<file path="config.mk">
export PLATFORM = sky130hd
export DESIGN_NAME = impedance_calc
export DESIGN_NICKNAME = d
export VERILOG_FILES = /design/src/rtl/impedance_pkg.sv /design/src/rtl/udiv_restoring.sv /design/src/rtl/impedance_calc.sv
export SDC_FILE = /design/constraint.sdc
export NUM_CORES = 1
export LEC_CHECK = 0
export BUFFER_PORTS_ARGS = -buffer_cell sky130_fd_sc_hd__buf_4
export CORE_MARGIN = 3
export CORE_UTILIZATION = 45
export DETAILED_ROUTE_END_ITERATION = 16
export PLACE_DENSITY = 0.73
export SLEW_MARGIN = 10
export SYNTH_ARGS = -nofsm -noshare
export SYNTH_HDL_FRONTEND = slang
export SYNTH_SLANG_ARGS = --single-unit
</file>
<file path="constraint.sdc">
create_clock -name clk -period 7.1 [get_ports clk]
set_input_delay 0.355 -clock clk [delete_from_list [all_inputs] [get_ports clk]]
set_output_delay 0.355 -clock clk [all_outputs]
set_load 0.01 [all_outputs]
</file>
<file path="src/rtl/impedance_pkg.sv">
// ============================================================================
// Module : impedance_pkg
// Brief  : Shared state encoding and constants for the impedance calculator.
// Rev    : 1.0
// ============================================================================
`default_nettype none

package impedance_pkg;

    typedef enum logic [1:0] {
        ST_IDLE = 2'd0,
        ST_DIV  = 2'd1,
        ST_DONE = 2'd2
    } state_t;

    localparam int DIV_ITER = 48;
    localparam int ANG_HALF = 180;
    localparam int ANG_FULL = 360;

endpackage

`default_nettype wire

</file>
<file path="src/rtl/udiv_restoring.sv">
// ============================================================================
// Module : udiv_restoring
// Brief  : Serial restoring unsigned divider, one quotient bit per clock.
// Rev    : 1.0
// ============================================================================
`default_nettype none

module udiv_restoring
    import impedance_pkg::*;
#(
    parameter int DVD_W = 48,
    parameter int DSR_W = 32,
    parameter int CNT_W = 6,
    parameter int ITERS = DIV_ITER
) (
    input  logic             clk,
    input  logic             rst,
    input  logic             i_start,
    input  logic [DVD_W-1:0] i_dividend,
    input  logic [DSR_W-1:0] i_divisor,
    output logic             o_done,
    output logic [DVD_W-1:0] o_quotient
);

    localparam logic [CNT_W-1:0] c_last = CNT_W'(ITERS - 1);

    logic [DSR_W-1:0] r_rem;
    logic [DVD_W-1:0] r_shr;
    logic [DSR_W-1:0] r_dsr;
    logic [CNT_W-1:0] r_cnt;
    logic             r_busy;
    logic             r_done;

    logic [DSR_W-1:0] w_rem_src;
    logic [DVD_W-1:0] w_shr_src;
    logic [DSR_W-1:0] w_dsr_src;
    logic [DSR_W:0]   w_trial;
    logic [DSR_W:0]   w_diff;
    logic             w_fits;
    logic [DSR_W-1:0] w_rem_next;

    // The start cycle already performs the first iteration on the raw inputs,
    // so the final quotient bit lands ITERS edges after start.
    assign w_rem_src  = i_start ? '0 : r_rem;
    assign w_shr_src  = i_start ? i_dividend : r_shr;
    assign w_dsr_src  = i_start ? i_divisor : r_dsr;
    assign w_trial    = {w_rem_src, w_shr_src[DVD_W-1]};
    assign w_diff     = w_trial - {1'b0, w_dsr_src};
    assign w_fits     = (w_trial >= {1'b0, w_dsr_src});
    assign w_rem_next = w_fits ? w_diff[DSR_W-1:0] : w_trial[DSR_W-1:0];

    always_ff @(posedge clk) begin
        if (rst) begin
            r_rem  <= '0;
            r_shr  <= '0;
            r_dsr  <= '0;
            r_cnt  <= '0;
            r_busy <= 1'b0;
            r_done <= 1'b0;
        end else begin
            r_done <= 1'b0;
            if (i_start || r_busy) begin
                r_rem <= w_rem_next;
                r_shr <= {w_shr_src[DVD_W-2:0], w_fits};
            end
            if (i_start) begin
                r_dsr  <= i_divisor;
                r_cnt  <= CNT_W'(1);
                r_busy <= 1'b1;
            end else if (r_busy) begin
                if (r_cnt == c_last) begin
                    r_busy <= 1'b0;
                    r_done <= 1'b1;
                    r_cnt  <= '0;
                end else begin
                    r_cnt <= r_cnt + 1'b1;
                end
            end
        end
    end

    assign o_done     = r_done;
    assign o_quotient = r_shr;

endmodule

`default_nettype wire

</file>
<file path="src/rtl/impedance_calc.sv">
// ============================================================================
// Module : impedance_calc
// Brief  : Phasor impedance Z = V/I: serial magnitude division plus phase wrap.
// Rev    : 1.0
// ============================================================================
`default_nettype none

module impedance_calc
    import impedance_pkg::*;
#(
    parameter int FRAC_BITS = 16,
    parameter int CNT_W     = 6
) (
    input  logic        clk,
    input  logic        rst,
    input  logic        in_valid,
    input  logic [31:0] v_mag,
    input  logic [31:0] v_ang,
    input  logic [31:0] i_mag,
    input  logic [31:0] i_ang,
    output logic        in_ready,
    output logic        out_valid,
    output logic [31:0] z_mag,
    output logic [31:0] z_ang,
    output logic        div_zero,
    output logic        ovf
);

    localparam logic signed [32:0] c_ang_half = 33'(ANG_HALF);
    localparam logic signed [32:0] c_ang_full = 33'(ANG_FULL);

    state_t r_state;
    state_t w_state_next;

    logic [31:0] r_v_ang;
    logic [31:0] r_i_ang;
    logic        r_dz_op;
    logic [31:0] r_z_mag;
    logic [31:0] r_z_ang;
    logic        r_div_zero;
    logic        r_ovf;

    logic        w_start;
    logic [31:0] w_v_clamp;
    logic [31:0] w_i_clamp;
    logic [47:0] w_dividend;
    logic        w_div_done;
    logic [47:0] w_quot;
    logic        w_sat;
    logic        w_capture;

    logic signed [32:0] w_ang_diff;
    logic signed [32:0] w_ang_wrap;
    logic               w_unused_ang_msb;

    assign in_ready  = (r_state == ST_IDLE);
    assign out_valid = (r_state == ST_DONE);
    assign w_start   = in_valid && in_ready;
    assign w_capture = (r_state == ST_DIV) && w_div_done;

    assign w_v_clamp  = v_mag[31] ? 32'd0 : v_mag;
    assign w_i_clamp  = i_mag[31] ? 32'd0 : i_mag;
    assign w_dividend = {16'd0, w_v_clamp} << FRAC_BITS;

    udiv_restoring #(
        .DVD_W (48),
        .DSR_W (32),
        .CNT_W (CNT_W),
        .ITERS (DIV_ITER)
    ) u_div (
        .clk        (clk),
        .rst        (rst),
        .i_start    (w_start),
        .i_dividend (w_dividend),
        .i_divisor  (w_i_clamp),
        .o_done     (w_div_done),
        .o_quotient (w_quot)
    );

    always_ff @(posedge clk) begin
        if (rst) begin
            r_state <= ST_IDLE;
        end else begin
            r_state <= w_state_next;
        end
    end

    always_comb begin
        w_state_next = r_state;
        case (r_state)
            ST_IDLE: if (in_valid) w_state_next = ST_DIV;
            ST_DIV:  if (w_div_done) w_state_next = ST_DONE;
            ST_DONE: w_state_next = ST_IDLE;
            default: w_state_next = ST_IDLE;
        endcase
    end

    assign w_sat      = |w_quot[47:32];
    assign w_ang_diff = $signed({r_v_ang[31], r_v_ang}) - $signed({r_i_ang[31], r_i_ang});

    always_comb begin
        w_ang_wrap = w_ang_diff;
        if (w_ang_diff > c_ang_half) begin
            w_ang_wrap = w_ang_diff - c_ang_full;
        end else if (w_ang_diff <= -c_ang_half) begin
            w_ang_wrap = w_ang_diff + c_ang_full;
        end
    end

    // The wrapped phase always fits in 32 bits; the guard bit is only needed for the subtract.
    assign w_unused_ang_msb = w_ang_wrap[32];

    always_ff @(posedge clk) begin
        if (rst) begin
            r_v_ang    <= '0;
            r_i_ang    <= '0;
            r_dz_op    <= 1'b0;
            r_z_mag    <= '0;
            r_z_ang    <= '0;
            r_div_zero <= 1'b0;
            r_ovf      <= 1'b0;
        end else begin
            if (w_start) begin
                r_v_ang <= v_ang;
                r_i_ang <= i_ang;
                r_dz_op <= (w_i_clamp == 32'd0);
            end
            if (w_capture) begin
                r_z_ang <= w_ang_wrap[31:0];
                if (r_dz_op) begin
                    r_z_mag    <= 32'hFFFF_FFFF;
                    r_div_zero <= 1'b1;
                    r_ovf      <= 1'b0;
                end else if (w_sat) begin
                    r_z_mag    <= 32'hFFFF_FFFF;
                    r_div_zero <= 1'b0;
                    r_ovf      <= 1'b1;
                end else begin
                    r_z_mag    <= w_quot[31:0];
                    r_div_zero <= 1'b0;
                    r_ovf      <= 1'b0;
                end
            end
        end
    end

    assign z_mag    = r_z_mag;
    assign z_ang    = r_z_ang;
    assign div_zero = r_div_zero;
    assign ovf      = r_ovf;

endmodule

`default_nettype wire

</file>
==> results.cfg, run 1 <==
[status]
status = complete, no violations

[setup_path]
cpMaxStageDelayCell = sky130_fd_sc_hd__nand2_1
reg2reg_depth = 17
worstSetupStartpointType = flop
crit_path_cell_trace = nor2_1 > nand2_4 > buf_4 > nor3b_1 > a21oi_1 > ha_1 > nor2b_1 > o21ai_0 > a21oi_1 > o21ai_0 > a21oi_1 > o2111ai_1 > nand2_1 > a211o_1 > nand2_1 > nand2_1 > a311oi_1
critPathBufInv = 1
critical_path.reg2reg.endpoint = u_div.r_rem[9]
end_kind = flop
critical_path_class = flop to flop
r2r_start = r_state[1]
arrival_ns = 5.85
worstPathRequired_ns = 7.55
worst_path_largest_cell_delay_ns = 0.83
dominant_delay_contributor_by_cell_family_on_the_critical_path = simple AND/OR/NAND/NOR gates
regToRegSetupSlack_ns = 1.70
worst-path-max-fanout = 71

[finish]
nNetsFinal = 2334
synthToLayoutAreaGrowth_pct = 16.7
final_area_um2 = 18200
diodes = 0
final_layout_size_suffix_gt1_frac = 0.143
fillers = 3256

[sta]
worstMarginPinSlew_ns = 1.18
fin_skew_ns = 0.0133
rsz0062_at_grt = false
worst_max_slew_margin_expressed_relative_to_the_limit = 0.215
hold_viol = 0
setup_viol = 0
setup_tns_ns = 0
tcrit_tclk_final = 0.760
slew_viol_final = 0
finalWorstPathRequiredPeriod_ns = 5.40
clock.fmax_mhz = 185

[detailed_routing]
drc_violations = 0
ant_nets = 0
drt_iter0_markers = 1006
drt-wirelength-per-cell_um = 18.0
detailedRoute.firstPassIterationCount = 6
via_count_normalized_by_instance_count = 5.83
met3RoutedLength_um = 2480
met2RoutedLength_um = 23000
routed_wl_um = 46800
top_layer_used = met5
route.vias.total = 15200
wl_met1_um = 19600

[synth]
synth_enable_flop_cells = 0
mappedNetlistArea_um2 = 15600
synth_flop_cell = sky130_fd_sc_hd__dfxtp_1
synthDistinctLibCells = 97
yosys_warnings = 0
synth_top_area_frac = 0.325
syn_avg_cell_area_um2 = 7.69
async_flop_share = 0
synth_fp_nets = 2229
synth.top_cells.by_area = sky130_fd_sc_hd__dfxtp_1 (33%), sky130_fd_sc_hd__nor2_1 (6.8%), sky130_fd_sc_hd__nand2_1 (6.6%)
netlist_instances = 2027
synth_top_cell_by_area = sky130_fd_sc_hd__dfxtp_1
yosys_register_bits = 253
synth_sequential_area_ratio = 0.325

[floorplanning]
die_y_um = 192
initial_core_util = 0.460
die_ar_um2 = 36900
die_width_um = 192
placementRows = 67
design.core.area_um2 = 33900
io-pin-count = 199

[power]
pwr_density_cell_nw_per_um2 = 298
power.ir.vdd_worst_v = 0.000189
leakage_nw = 7.37

[placed_design]
hpwl_um = 34100
place_congestion = 0.905
numPortBuffers = 198
dpl-instance-area_um2 = 17200

[grt]
grt_antenna_before_repair = 1
first_pass_grt_wire_length_um = 76000
vias_in_the_first_global_route = 14800
grt_remaining_overflow = 0
grt_max_degree = 92
grt_usage = 0.250

[hold_path]
hold_end = u_div.o_quotient[37]
worst_hold_startpoint = v_mag[20]
worstHoldPathType = input port to flop
min_path_cells = 3

[clock_tree]
ctsHoldBuffers = 0
cts_resized = 0
cts_post_setup_buffers_inserted = 0
cts_inserted_buffers = 28
max-clock-path-buffers = 3
clkSlewWorstSetupHoldPaths_ns = 0.06
clock-sinks = 253
clock_insertion_delay_worst_skew_ns = 0.57
clock_tree.root_cell = sky130_fd_sc_hd__clkbuf_16
tritoncts_clock_tree = done
htree_levels = 1

[job]
cap_violations = 0
-- worst max-delay path by stage --
stage / from / cells past startpoint / slack (ns) / endpoint
after global routing: r_state[1] / 17 / 1.06 / u_div.r_rem[30]
after detailed placement: r_state[1] / 16 / 1.78 / u_div.r_rem[30]
after CTS: r_state[1] / 16 / 1.69 / u_div.r_rem[30]
after global placement: r_state[1] / 17 / 2.00 / u_div.r_rem[0]
after floorplan: r_state[1] / 20 / 2.68 / u_div.r_rem[15]
final: r_state[1] / 17 / 1.70 / u_div.r_rem[9]
-- synth_stat cells (30+ instances only) --
cell,n
sky130_fd_sc_hd__a21o_1,30
sky130_fd_sc_hd__a21oi_1,162
sky130_fd_sc_hd__a31oi_1,44
sky130_fd_sc_hd__and2_1,49
sky130_fd_sc_hd__clkbuf_1,101
sky130_fd_sc_hd__dfxtp_1,253
sky130_fd_sc_hd__ha_1,69
sky130_fd_sc_hd__inv_1,58
sky130_fd_sc_hd__mux2i_1,53
sky130_fd_sc_hd__nand2_1,275
sky130_fd_sc_hd__nand3_1,35
sky130_fd_sc_hd__nor2_1,282
sky130_fd_sc_hd__nor3_1,72
sky130_fd_sc_hd__nor3b_1,38
sky130_fd_sc_hd__o21ai_0,43
sky130_fd_sc_hd__xnor2_1,33
-- worst min-delay path, stage by stage --
cell and delay, ns:
sky130_fd_sc_hd__buf_4 0.07, sky130_fd_sc_hd__a31oi_1 0.06, sky130_fd_sc_hd__nor2_1 0.07
-- metrics by stage --
step	instances	setup WS, ns	util	hold WS, ns	power (mW)
4_1_cts	2602	1.69	0.537	0.00952	5.43
3_3_place_gp	2550	2.00	0.507	0.431	3.79
2_1_floorplan	2027	2.68	-	0.417	3.30
5_1_grt	2602	1.06	0.537	0.0249	5.75
6_report	2602	1.70	0.537	0.0330	5.41
3_5_place_dp	2550	1.78	0.507	0.447	3.83
-- per-layer routing --
layer  up-vias  global-route usage
met5         -                   0
met4         2              0.0849
met3       109              0.0343
met2       464               0.450
met1      7132               0.306
li1       7455                   -
-- registers in the layout (all words and copies together), names as in the netlist --
signal            flops
div_zero              1
ovf                   1
r_dz_op               1
r_i_ang              32
r_state               2
r_v_ang              32
u_div.o_done          1
u_div.o_quotient     48
u_div.r_busy          1
u_div.r_cnt           6
u_div.r_dsr          32
u_div.r_rem          32
z_ang                32
z_mag                32
-- final cells by class --
cell class | count | area, um^2 | area share
multi-input combinational | 1584 | 9770 | 0.537
sequential | 253 | 5070 | 0.279
timing repair buffer | 207 | 1560 | 0.0857
clock buffer | 36 | 772 | 0.0425
tap | 448 | 561 | 0.0308
clock inverter | 16 | 231 | 0.0127
inverter | 58 | 218 | 0.0120
-- where the power goes --
group | internal, mW | total, mW | switching (mW)
Clock | 0.954 | 1.58 | 0.623
Combinational | 0.840 | 2.24 | 1.40
Sequential | 1.53 | 1.60 | 0.0686
-- placed cells by master (no fill, tap or decap), drive strengths merged, types with 12 or more instances in the layout --
cell and count:
nand3 35, nor4 19, dfxtp 253, o21a 16, nand3b 14, xnor2 33
nand4 28, or3 17, a211oi 24, nand2 278, o211ai 26, a311oi 21
and2 50, nor2 284, a21o 30, inv 58, and3 12, buf 207
nor3b 39, a31oi 44, ha 69, xor2 20, a21oi 165, mux2i 53
clkbuf 36, o21ai 57, nor3 74
-- kinds of logic after synthesis --
| kind of cell | Yosys count | synth area share |
|---|---|---|
| AO/OA/AOI/OAI | 503 | 0.224 |
| XOR/XNOR | 53 | 0.0303 |
| adder cells (fa/ha/maj) | 71 | 0.0580 |
| buffers and inverters | 190 | 0.0494 |
| flip-flops | 253 | 0.325 |
| multiplexers | 55 | 0.0355 |
| AND/OR/NAND/NOR | 902 | 0.278 |
No activity file was read; power rests on OpenSTA's default activity.
==> run 2: changes to the inputs <==
- PLACE_DENSITY: 0.73 -> 0.75
- clock period: 7.1 -> 4.65 ns (I/O delays scaled with it)
==> run 2 against run 1 <==
Compared with the run above:
- worst hold slack improved by 0.011 ns
- non-clock buffer count increased by 175
- global-route usage is 1.4 points higher
- critical path depth down 3
- register-to-register slack got worse by 1.5 ns
- clock-buffer cell count grew 4
- first-iteration DRC count fell by 18%
- cell area rose by 8.7%
- combinational power up 77%
- largest power group unchanged
==> results.cfg, run 2 (synthesis gave the netlist of run 1 again) <==
[clock_tree]
htree_levels = 1
cts_inserted_buffers = 29
clock-sinks = 253
clkSlewWorstSetupHoldPaths_ns = 0.06
tritoncts_clock_tree = done
max-clock-path-buffers = 3
clock_insertion_delay_worst_skew_ns = 0.59
clock_tree.root_cell = sky130_fd_sc_hd__clkbuf_16

[sta]
setup_viol = 0
tcrit_tclk_final = 0.960
clock.fmax_mhz = 224
worstMarginPinSlew_ns = 1.16
worst_max_slew_margin_expressed_relative_to_the_limit = 0.228
finalWorstPathRequiredPeriod_ns = 4.46
hold_viol = 0
setup_tns_ns = 0
fin_skew_ns = 0.0130
rsz0062_at_grt = false
slew_viol_final = 0

[detailed_routing]
ant_nets = 0
detailedRoute.firstPassIterationCount = 6
drt_iter0_markers = 821
routed_wl_um = 50100
route.vias.total = 15900
drc_violations = 0
drt-wirelength-per-cell_um = 18.0
via_count_normalized_by_instance_count = 5.73

[placed_design]
dpl-instance-area_um2 = 17800
hpwl_um = 35900
place_congestion = 0.940
dp.cells = 2627
numPortBuffers = 198

[power]
leakage_nw = 8.15
power.ir.vdd_worst_v = 0.000374
p_seq_frac = 0.279
swShare = 0.383
power_frac_clock = 0.268
pwr_density_cell_nw_per_um2 = 443
combinationalPowerShare = 0.453
psw_mw = 3.36
power.internal_mw = 5.40

[status]
status = complete, no violations

[finish]
final_layout_size_suffix_gt1_frac = 0.167
layout_common_cells = sky130_fd_sc_hd__buf_4 (281), sky130_fd_sc_hd__nor2_1 (279), sky130_fd_sc_hd__nand2_1 (274)
final_area_um2 = 19800
final_cells = 2777
mostFrequentLayoutCell = sky130_fd_sc_hd__buf_4
largest_reg_flops = 48
synthToLayoutAreaGrowth_pct = 26.8
nNetsFinal = 2510

[job]
cap_violations = 0

[hold_path]
min_path_cells = 2
worstHoldPathType = input port to flop

[floorplanning]
placementRows = 67
initial_core_util = 0.460
die_y_um = 192
die_width_um = 192
io-pin-count = 199
design.core.area_um2 = 33900
die_ar_um2 = 36900

[grt]
grt_max_degree = 101
grt_usage = 0.264
vias_in_the_first_global_route = 15700
grt_antenna_before_repair = 1
first_pass_grt_wire_length_um = 79600
grt_remaining_overflow = 0

[setup_path]
arrival_ns = 4.94
end_kind = flop
regToRegSetupSlack_ns = 0.19
reg2reg_depth = 14
critical_path_class = flop to flop
worstPathRequired_ns = 5.13
worst-path-max-fanout = 6
worstSetupStartpointType = flop
-- run 2: cell count changes in the layout (fill, tap and decap cells not counted), sizes merged, moves of 2 or more --
cell and change:
clkinv -4, buf +79, bufinv -2, inv +2, dlygate4sd3 +96, clkbuf +4
-- run 2: repair_timing --
action,4_1_cts,5_1_grt
buffers inserted,0,2
hold buffers,96,0
endpoints found under the hold margin,96,0
gates resized for setup,0,5
endpoints found under the setup margin,0,43
-- run 2: metrics by stage --
step	worst slack [ns]	hold slack (ns)	total power, mW	util
4_1_cts	0.0264	0.00887	8.74	0.582
2_1_floorplan	0.228	0.368	5.05	-
3_5_place_dp	0.0473	0.447	6.30	0.526
6_report	0.185	0.0440	8.76	0.583
5_1_grt	0.00685	0.0432	9.26	0.583
3_3_place_gp	0.115	0.428	6.24	0.526
-- run 2: cell type report --
cell class	instances	area, um^2
Clock buffer	40	807
Tap cell	448	561
Inverter	58	218
Multi-Input combinational cell	1584	9790
Sequential cell	253	5070
Fill cell	3074	14100
Antenna cell	1	2.50
Timing Repair Buffer	382	3160
Clock inverter	11	158
-- run 2: final timing paths --
check,startpoint,end
worst max-delay path,r_v_ang[0],z_ang[3]
worst min-delay path,rst,u_div.r_cnt[0]
worst max register to register,r_v_ang[0],z_ang[3]
worst min register to register,r_i_ang[25],r_i_ang[25]
-- run 2: power groups by stage --
stage | logic [mW] | registers [mW] | clock network (mW)
finish | 3.97 | 2.44 | 2.35
detailed placement | 3.81 | 2.49 | 0
global route | 4.32 | 2.46 | 2.48
global placement | 3.76 | 2.48 | 0
floorplan | 2.61 | 2.44 | 0
CTS | 3.91 | 2.44 | 2.39
-- run 2: per-layer routing --
metal	track usage	vias to the layer above	part of all wire
met1	0.315	7550	0.42
met2	0.487	438	0.50
met3	0.0336	122	0.045
met4	0.0869	0	0.037
met5	0	-	0
li1	-	7806	-
-- run 2: worst max-delay path: stages, from the launching register on --
cell	delay, ns
sky130_fd_sc_hd__dfxtp_1	0.32
sky130_fd_sc_hd__inv_1	0.04
sky130_fd_sc_hd__ha_1	0.22
sky130_fd_sc_hd__fa_1	0.41
sky130_fd_sc_hd__and2b_1	0.27
sky130_fd_sc_hd__o2111ai_1	0.20
sky130_fd_sc_hd__a211oi_2	0.27
sky130_fd_sc_hd__buf_4	0.17
sky130_fd_sc_hd__nor3_1	0.06
sky130_fd_sc_hd__or4_4	0.57
sky130_fd_sc_hd__or4_4	0.56
sky130_fd_sc_hd__or4b_4	0.58
sky130_fd_sc_hd__o21ai_4	0.25
sky130_fd_sc_hd__a211oi_1	0.12
sky130_fd_sc_hd__a211o_1	0.31
==> run 3: changes to the inputs <==
--- a/constraint.sdc
+++ b/constraint.sdc
@@ -3,2 +3,2 @@
 set_output_delay 0.2325 -clock clk [all_outputs]
-set_load 0.01 [all_outputs]
+set_load 0.05 [all_outputs]
==> run 3 against run 2 <==
Compared with the run above:
- power decreased by 1.3%
- clock power about the same
- clock-buffer cell count decreased by 2
- cell area decreased by 0.37%
- first-iteration DRC count increased by 41%
- largest power group unchanged
==> results.cfg, run 3 (synthesis gave the netlist of run 1 again) <==
[setup_path]
worstSetupStartpointType = flop
worst-path-max-fanout = 7
worstPathRequired_ns = 5.12
end_kind = flop
critical_path_class = flop to flop
arrival_ns = 4.93

[floorplanning]
io-pin-count = 199
die_width_um = 192
placementRows = 67
die_ar_um2 = 36900
design.core.area_um2 = 33900
initial_core_util = 0.460
die_y_um = 192

[power]
pwr_density_cell_nw_per_um2 = 439
power.ir.vdd_worst_v = 0.000376
post-layout-total-power_mw = 8.65
leakage_nw = 8.12

[clock_tree]
cts_inserted_buffers = 28
tritoncts_clock_tree = done
clock_tree.root_cell = sky130_fd_sc_hd__clkbuf_16
htree_levels = 1
clock_insertion_delay_worst_skew_ns = 0.58
clkSlewWorstSetupHoldPaths_ns = 0.07
clock-sinks = 253
cts_post_setup_buffers_inserted = 0
max-clock-path-buffers = 3

[finish]
final_area_um2 = 19700
final_layout_size_suffix_gt1_frac = 0.166
diodes = 0
layout_common_cells = sky130_fd_sc_hd__nor2_1 (280), sky130_fd_sc_hd__buf_4 (277), sky130_fd_sc_hd__nand2_1 (274)
final_cells = 2768
mostFrequentLayoutCell = sky130_fd_sc_hd__nor2_1
largest_reg_flops = 48
synthToLayoutAreaGrowth_pct = 26.4
nNetsFinal = 2502

[hold_path]
worstHoldPathType = input port to flop

[detailed_routing]
detailedRoute.firstPassIterationCount = 8
drt-wirelength-per-cell_um = 18.3
route.vias.total = 15900
ant_nets = 0
drt_iter0_markers = 1159
drc_violations = 0
via_count_normalized_by_instance_count = 5.74
routed_wl_um = 50700

[placed_design]
dp.cells = 2622
numPortBuffers = 198
dpl_worst_slack_ns = 0.173
hpwl_um = 36400
dpl-instance-area_um2 = 17700
place_congestion = 0.972

[grt]
grt_antenna_before_repair = 1
grt_max_degree = 98
grtUsageMet1 = 0.357
vias_in_the_first_global_route = 15400
grt.busiest_layer = met2
first_pass_grt_wire_length_um = 80600
use_met3 = 0.0429
grt_use_met2 = 0.445
grt_usage = 0.265
grt_remaining_overflow = 0

[sta]
slew_viol_final = 0
rsz0062_at_grt = false
setup_viol = 0
worst_max_slew_margin_expressed_relative_to_the_limit = 0.213
hold_viol = 0
clock.fmax_mhz = 224
setup_tns_ns = 0
tcrit_tclk_final = 0.961
finalWorstPathRequiredPeriod_ns = 4.47
post-route-worst-setup-slack_ns = 0.183
fin_skew_ns = 0.0467
worstMarginPinSlew_ns = 1.18

[job]
cap_violations = 0

[status]
status = complete, no violations
## run 3: changes by cell type in the layout (fill, tap and decap cells not counted), sizes merged
cell,change
clkbuf,-2
diode,-1
buf,-7
clkinv,+1
inv,-1
clkinvlp,+1
## run 3: report_power, final
part / switching [mW] / total (mW) / leakage (nW) / internal, mW
registers: 0.0911 / 2.43 / 2.06 / 2.33
logic: 2.29 / 3.87 / 5.58 / 1.58
clock network: 0.964 / 2.35 / 0.473 / 1.39
total: 3.35 / 8.65 / 8.12 / 5.30
## run 3: critical path, cell delays in order, from the launching register on
cell and delay [ns]:
sky130_fd_sc_hd__dfxtp_1 0.33, sky130_fd_sc_hd__inv_1 0.05, sky130_fd_sc_hd__ha_1 0.22, sky130_fd_sc_hd__fa_1 0.41, sky130_fd_sc_hd__and2b_1 0.25, sky130_fd_sc_hd__o2111ai_1 0.22, sky130_fd_sc_hd__a211oi_2 0.24, sky130_fd_sc_hd__buf_4 0.16
sky130_fd_sc_hd__nor3_1 0.06, sky130_fd_sc_hd__or4_4 0.57, sky130_fd_sc_hd__or4_4 0.55, sky130_fd_sc_hd__or4b_1 0.48, sky130_fd_sc_hd__buf_4 0.19, sky130_fd_sc_hd__o21ai_0 0.23, sky130_fd_sc_hd__o21ai_0 0.13, sky130_fd_sc_hd__a211o_1 0.26
## run 3: path summary, 6_finish.rpt
check                   start               to  slack [ns]  cells after the start
setup reg to reg   r_v_ang[0]         z_ang[7]        0.18                     15
hold / removal            rst  u_div.r_dsr[27]        0.07                      2
setup / recovery   r_v_ang[0]         z_ang[7]        0.18                     15
hold reg to reg   r_i_ang[11]      r_i_ang[11]        0.46                      2
## run 3: layer usage
layer | wire length (um) | vias to the layer above | share of wire
li1 | - | 7772 | -
met1 | 22900 | 7534 | 0.45
met2 | 23700 | 491 | 0.47
met3 | 2980 | 78 | 0.059
met4 | 1170 | 2 | 0.023
met5 | 14 | - | 0.00028
## run 3: area by class of cell
class                      count  area, um^2
inverter                      58         218
sequential                   253        5070
clock inverter                12         171
timing repair buffer         375        3070
clock buffer                  38         808
multi-input combinational   1584        9790
tap                          448         561
fill                        3039       14200
## run 3: repair_timing
action                     CTS  global route
hold endpoints to repair    96             0
resized for setup            0             4
setup endpoints to repair    0            19
hold buffers                96             0
## run 3: through the flow
| stage | utilization | hold WS, ns |
|---|---|---|
| final | 0.581 | 0.0714 |
| after global routing | 0.581 | 0.0707 |
| after CTS | 0.581 | 0.0613 |
| after detailed placement | 0.523 | 0.447 |
| after global placement | 0.523 | 0.429 |
| after floorplan | - | 0.368 |
